===== src/rtl/mlp_sample_sequencer.sv =====
// mlp_sample_sequencer
// Streams NUM_A feature beats into a parallel vector for a combinational MLP, holds the vector
// stable for SETTLE cycles, captures the MLP class output, compares it with the sample label
// and presents the result through a valid/ready handshake. Keeps saturating counts of results
// and mismatches.
//
// Ports
//   clk, rst_n        clock, asynchronous active-low reset
//   s_valid/s_ready   feature beat handshake; s_data is the beat, s_label rides on the last beat
//   inp               feature vector to the MLP, feature i at [(i+1)*WIDTH_A-1 : i*WIDTH_A]
//   mlp_out           class produced by the MLP from inp
//   r_valid/r_ready   result handshake; r_class is the captured class, r_match = label agreed
//   smp_cnt, err_cnt  saturating result / mismatch counters
//   clr               synchronous clear of both counters (wins over a same-edge increment)
module mlp_sample_sequencer #(
  parameter int NUM_A    = 21,
  parameter int WIDTH_A  = 4,
  parameter int OUTWIDTH = 2,
  parameter int SETTLE   = 4,
  parameter int CNT_W    = 16
) (
  input  logic                       clk,
  input  logic                       rst_n,
  input  logic                       s_valid,
  output logic                       s_ready,
  input  logic [WIDTH_A-1:0]         s_data,
  input  logic [OUTWIDTH-1:0]        s_label,
  output logic [NUM_A*WIDTH_A-1:0]   inp,
  input  logic [OUTWIDTH-1:0]        mlp_out,
  output logic                       r_valid,
  input  logic                       r_ready,
  output logic [OUTWIDTH-1:0]        r_class,
  output logic                       r_match,
  output logic [CNT_W-1:0]           smp_cnt,
  output logic [CNT_W-1:0]           err_cnt,
  input  logic                       clr
);

  localparam int IdxW = (NUM_A > 1) ? $clog2(NUM_A) : 1;
  localparam int SetW = (SETTLE > 1) ? $clog2(SETTLE) : 1;
  localparam logic [IdxW-1:0]  IdxLast = IdxW'(NUM_A - 1);
  localparam logic [SetW-1:0]  SetLast = SetW'(SETTLE - 1);
  localparam logic [CNT_W-1:0] CntMax  = '1;

  typedef enum logic [1:0] {StLoad, StSettle, StResult} state_e;

  state_e                     state_q, state_d;
  logic [IdxW-1:0]            idx_q, idx_d;
  logic [SetW-1:0]            set_q, set_d;
  logic [NUM_A*WIDTH_A-1:0]   inp_q, inp_d;
  logic [OUTWIDTH-1:0]        label_q, label_d;
  logic [OUTWIDTH-1:0]        class_q, class_d;
  logic                       match_q, match_d;
  logic                       r_valid_q, r_valid_d;
  logic                       s_ready_q, s_ready_d;
  logic [CNT_W-1:0]           smp_q, smp_d;
  logic [CNT_W-1:0]           err_q, err_d;
  logic                       s_fire;
  logic                       capture;
  logic                       mismatch;

  assign s_fire   = s_valid & s_ready_q;
  // The capture edge is the SETTLE-th edge after the last beat: settle counter started at 0.
  assign capture  = (state_q == StSettle) && (set_q == SetLast);
  assign mismatch = (mlp_out != label_q);

  always_comb begin
    state_d   = state_q;
    idx_d     = idx_q;
    set_d     = set_q;
    inp_d     = inp_q;
    label_d   = label_q;
    class_d   = class_q;
    match_d   = match_q;
    r_valid_d = r_valid_q;
    s_ready_d = s_ready_q;

    unique case (state_q)
      StLoad: begin
        if (s_fire) begin
          for (int i = 0; i < NUM_A; i++) begin
            if (idx_q == IdxW'(i)) inp_d[i*WIDTH_A +: WIDTH_A] = s_data;
          end
          if (idx_q == IdxLast) begin
            idx_d     = '0;
            label_d   = s_label;
            set_d     = '0;
            s_ready_d = 1'b0;
            state_d   = StSettle;
          end else begin
            idx_d = idx_q + 1'b1;
          end
        end
      end
      StSettle: begin
        if (capture) begin
          class_d   = mlp_out;
          match_d   = ~mismatch;
          r_valid_d = 1'b1;
          state_d   = StResult;
        end else begin
          set_d = set_q + 1'b1;
        end
      end
      StResult: begin
        if (r_ready) begin
          r_valid_d = 1'b0;
          s_ready_d = 1'b1;
          state_d   = StLoad;
        end
      end
      default: begin
        r_valid_d = 1'b0;
        s_ready_d = 1'b1;
        state_d   = StLoad;
      end
    endcase
  end

  always_comb begin
    smp_d = smp_q;
    err_d = err_q;
    if (clr) begin
      smp_d = '0;
      err_d = '0;
    end else if (capture) begin
      if (smp_q != CntMax) smp_d = smp_q + 1'b1;
      if (mismatch && (err_q != CntMax)) err_d = err_q + 1'b1;
    end
  end

  always_ff @(posedge clk or negedge rst_n) begin
    if (!rst_n) begin
      state_q   <= StLoad;
      idx_q     <= '0;
      set_q     <= '0;
      inp_q     <= '0;
      label_q   <= '0;
      class_q   <= '0;
      match_q   <= 1'b0;
      r_valid_q <= 1'b0;
      s_ready_q <= 1'b1;
      smp_q     <= '0;
      err_q     <= '0;
    end else begin
      state_q   <= state_d;
      idx_q     <= idx_d;
      set_q     <= set_d;
      inp_q     <= inp_d;
      label_q   <= label_d;
      class_q   <= class_d;
      match_q   <= match_d;
      r_valid_q <= r_valid_d;
      s_ready_q <= s_ready_d;
      smp_q     <= smp_d;
      err_q     <= err_d;
    end
  end

  assign s_ready = s_ready_q;
  assign r_valid = r_valid_q;
  assign inp     = inp_q;
  assign r_class = class_q;
  assign r_match = match_q;
  assign smp_cnt = smp_q;
  assign err_cnt = err_q;

endmodule

===== config.mk =====
export PLATFORM = sky130hd
export DESIGN_NAME = mlp_sample_sequencer
export DESIGN_NICKNAME = d
export VERILOG_FILES = /design/src/rtl/mlp_sample_sequencer.sv
export SDC_FILE = /design/constraint.sdc
export NUM_CORES = 1
export LEC_CHECK = 0
export ABC_AREA = 1
export CORE_MARGIN = 2
export CORE_UTILIZATION = 51
export DETAILED_ROUTE_END_ITERATION = 12
export GPL_ROUTABILITY_DRIVEN = 0
export PLACE_DENSITY = 0.81
export SYNTH_ARGS = -nofsm -noshare
export SYNTH_HDL_FRONTEND = slang
export SYNTH_SLANG_ARGS = --single-unit

===== constraint.sdc =====
create_clock -name clk -period 2.1 [get_ports clk]
set_input_delay 0.63 -clock clk [delete_from_list [all_inputs] [get_ports clk]]
set_output_delay 0.63 -clock clk [all_outputs]
set_load 0.1 [all_outputs]

# == After elaboration in Yosys (flattened, before gate mapping) ==
# Cells that the tools add are included.
# totals
ff_bits,132
in_bits,13
elab_cells,130
# classes
addsub,4
n_eq_ne,31
mux,23
bitwise_logic,4
reduce_logical,37
# op_table
op,n
$mux W16,6
$reduce_and A3 Y1,22
$eq A5 B4 Y1 const B,8
$add A16 B1 Y16 const B,2
$ne A16 B16 Y1 const B,2
$eq A5 B5 Y1 const B,5
$eq A5 B3 Y1 const B,4
$mux W2,7
$reduce_and A4 Y1,3
$eq A5 B2 Y1 const B,2
$ne A2 B2 Y1 const B,5
$reduce_and A2 Y1,4
$reduce_bool A2 Y1,4
$pmux W1 S3,2
$pmux W2 S3,1
$add A5 B1 Y5 const B,1
$eq A5 B1 Y1 const B,1
$logic_not A5 Y1,1
$mux W1,5
$mux W5,1
$eq A2 B2 Y1 const B,2
$pmux W2 S2,1
$not A1 Y1,3
$add A2 B1 Y2 const B,1
other kinds (5),6

# == Depth between registers and ports, before layout ==
# logic_depth
depth_word,5
mapped_depth,10

# == Worst setup path after synthesis ==
# OpenSTA, ideal clock, no wires.
# synth_timing
kind,register to register
from,reg smp_q[1] (netlist: smp_cnt[1])
to,reg smp_q[3] (netlist: smp_cnt[3])
setup_ps,75
arrival_ps,2212
slack_ps,-188
stages_incl_launch_ff,11
n_path_buf,1
period_less_slack_ps,2288
cell_sequence,dfrtp_1 > ha_1 > nand2_1 > nor2_2 > nand2_2 > nor2_4 > nand2_4 > nand2_8 > buf_6 > nand2_1 > o21ai_2
# synth_between
elab_chain_len,4
# synth_lines
item,line_no,source
from (decl),56,"logic [CNT_W-1:0] smp_q, smp_d;"
from (signal assigned),155,smp_q <= smp_d;
$add A16 B1 Y16,127,if (smp_q != CntMax) smp_d = smp_q + 1'b1;
$mux W16,127,
$mux W16,126,end else if (capture) begin
$mux W16,123,if (clr) begin
# Parallel ways exist; a longest one is shown, timed or not. The select of a mux whose other input is x is not followed.
# A chain may end at the register's enable or synchronous reset.

# == Final worst setup path ==
# layout_timing
from,reg idx_q[0]
to,reg inp_q[49] (netlist: inp[49])
# layout_between
elab_chain_len,2
# layout_lines
item,line_no,source
from (decl),48,"logic [IdxW-1:0] idx_q, idx_d;"
from (signal assigned),147,idx_q <= idx_d;
$eq A5 B4 Y1,82,if (idx_q == IdxW'(i)) inp_d[i*WIDTH_A +: WIDTH_A] = s_data;
$reduce_and A3 Y1 (no source line),-,
to (signal assigned),149,inp_q <= inp_d;
to (decl),50,"logic [NUM_A*WIDTH_A-1:0] inp_q, inp_d;"
# Every way passes these cells.

==> impl_metrics.yaml <==
outcome:
  outcome: "finished, final reports clean"
drt:
  ant_nets: 0
  drt_pass1_iterations: 5
  drtIter0Drc: 509
  via_per_inst: 5.690
  num_vias: 5673
  post-route-drc-count: 0
  wirelength_um: 18190
  routedWlPerCell_um: 18.24
setup_path:
  endpoint: "inp[49]$_DFFE_PN0P_"
  startpoint: "idx_q[0]$_DFFE_PN0P_"
  rr_worst_depth: 6
  timing.rr.start: "idx_q[0]$_DFFE_PN0P_"
  cp.arrival_ns: 2.25
  cp-start-kind: "flop"
  crit_type: "flop to flop"
  cp_max_fo: 8
  endpoint_kind: "flop"
  r2r-end: "inp[49]$_DFFE_PN0P_"
  rrSetupSlack_ns: 0.18
  crit_required_ns: 2.42
timing:
  timing.final.crit_share_pct: 91.62
  finalClockSkew_ns: 0.005876
  worst_pin_slew_ns: 0.5610
  fin_tns_setup_ns: 0
  slew-limit-headroom_pct: 62.60
  maxSlewViolCount: 0
  max_freq_mhz: 519.8
  finalSetupViolCount: 0
  fin_crit_ns: 1.924
  rsz0062_at_grt: "false"
  hold_slack_ns: 0.2365
  finalHoldViolCount: 0
pwr:
  switching_share_pct: 51.44
  p_switching_uw: 8613
  ir_worst_vdd_uv: 2034
  power.density_nw_per_um2: 1782
  pwr-share-comb_pct: 57.7
  p_int_uw: 8132
  p_seq_share_pct: 25.8
  p_leak_uw: 0.004256
  p_clk_share_pct: 16.5
yosys:
  post_synth_inst_count: 686
  synth_top_area_share_pct: 54.35
  ys_seq_area_share_pct: 54.78
  synth_cell_type_count: 36
  ys_ff_latch: 132
  postSynthAreaPerCell_um2: 8.793
  yosys_warnings: 0
  syn_area_um2: 6032
  synthesis.nets: 707
  synthTopCellsByArea: "dfrtp_1 (54%), nand2_1 (12%), o21ai_0 (6.5%)"
  yosys.area.top_type: "dfrtp_1"
floorplan:
  row_count: 39
  start_util_pct: 52.60
  die_x_um: 112.8
  die_area_um2: 12710
  fp.dieH_um: 112.8
  core_area_um2: 11470
  ios: 134
layout:
  multiInputGateArea_um2: 2457
  seq_area_um2: 3312
  mostFrequentLayoutCells: "nand2_1 (200), dfrtp_1 (125), buf_12 (125)"
  final_common_cell: "nand2_1"
  syn2layout_area_growth_pct: 55.82
  n_fill_cell: 648
  finalNetCount: 862
  n_antenna_cell: 0
  drive_gt1_share_pct: 25.88
  final_cell_area_um2: 9399
global_route:
  grt_pass1_wl_um: 29810
  gr-total-overflow: 0
  grt_pass1_vias: 5779
  grtUsageTotal_pct: 30.12
  grt_max_degree: 90
  antenna_found_initial: 0
clock_network:
  h-tree-depth: 4
  hold_buffers: 0
  cts_tree: "done"
  root_buffer: "clkbuf_16"
  clock_latency_ns: 0.43
  clock_path_buffers: 2
  cts_resized: 0
  cts.sinks: 132
  path_clk_slew_ns: 0.06
  cts_buffers: 17
  post_cts_buffers: 0
place:
  io_buffers: 133
  post_dp_cell_area_um2: 8856
  place_hpwl_um: 12870
job:
  maxCapViolCount: 0
min_path:
  hp-class: "input port to async pin"
==> worst min-delay path by stage <==
stage,start,to,slack (ns),cells after the start
after floorplan,rst_n,err_cnt[0]$_DFFE_PN0P_,0.33,0
after global placement,set_q[1]$_DFFE_PN0P_,set_q[1]$_DFFE_PN0P_,0.46,2
after detailed placement,set_q[1]$_DFFE_PN0P_,set_q[1]$_DFFE_PN0P_,0.49,2
after CTS,rst_n,smp_cnt[11]$_DFFE_PN0P_,0.26,2
after global routing,rst_n,smp_cnt[11]$_DFFE_PN0P_,0.29,2
final,rst_n,smp_cnt[11]$_DFFE_PN0P_,0.24,2
==> registers in the layout, indices dropped and copies added (netlist names) <==
name,flops
state_q,2
r_class,2
set_q,2
r_valid,1
err_cnt,16
s_ready,1
label_q,2
r_match,1
inp,84
idx_q,5
smp_cnt,16
==> cell type report <==
class	instances	area share, %
multi-input cells	492	26.14
clock buffers	22	4.832
clock inverters	10	0.8919
repair buffers	154	29.23
inverters	44	1.757
well taps	143	1.904
flip-flops and latches	132	35.24
==> logic make-up (layout without fill, tap and decap cells) <==
family                   after synthesis  in the layout  share of synthesized area [%]
buffers and inverters                 62            230                          4.563
XOR/XNOR                              10             10                          1.452
adder cells (fa/ha/maj)                8              8                          1.659
flip-flops                           132            132                          54.78
AND/OR/NAND/NOR                      348            348                          25.87
AO/OA/AOI/OAI                        126            126                          11.68
==> layer usage <==
metal	up-vias	track usage [%]	wire length, µm
met2	251	52.46	9517
li1	2567	-	-
met3	49	8.784	1354
met4	0	13.98	566
met5	-	0	0
met1	2806	34.22	6751
==> power by group through the flow <==
stage	registers, µW	clock network (µW)	logic, µW
after global routing	4390	2880	9950
after floorplan	8840	0	1070
after detailed placement	4310	0	9620
final	4320	2760	9660
after CTS	4310	2800	9690
after global placement	4260	0	9430
==> worst max-delay path: stages (launching register included) <==
cell and delay [ns]:
dfrtp_1 0.43, inv_1 0.14, ha_1 0.25, inv_1 0.07
nor2_1 0.36, nand3_1 0.28, o21ai_0 0.29
==> synthesized netlist by cell type <==
library cell	n
nand2_1	200
dfrtp_1	131
o21ai_0	78
nor2_1	58
inv_1	42
nand3_1	37
a21oi_1	19
nand4_1	17
o21ai_2	12
clkbuf_1	10
nand2_2	10
ha_1	8
o21bai_1	8
xor2_1	8
nor2_2	7
nor2_4	6
nor3_1	5
o21ai_1	5
buf_2	3
buf_4	2
buf_6	2
nand3_2	2
nor3_4	2
xnor2_1	2
a211oi_1	1
a31oi_1	1
buf_12	1
clkinv_1	1
dfstp_2	1
inv_2	1
nand2_4	1
nand2_8	1
nand3b_1	1
nor3_2	1
o211ai_1	1
o21a_1	1
==> through the flow <==
stage	worst slack, ns	power (µW)	utilization [%]	instances
after floorplan	0.02052	9907	-	686
after global placement	-0.07183	13690	77.23	965
after detailed placement	-0.2001	13940	77.23	965
after CTS	0.1620	16790	81.92	997
after global routing	0.01156	17220	81.96	997
final	0.1761	16750	81.96	997
No activity file was read; power rests on OpenSTA's default activity.
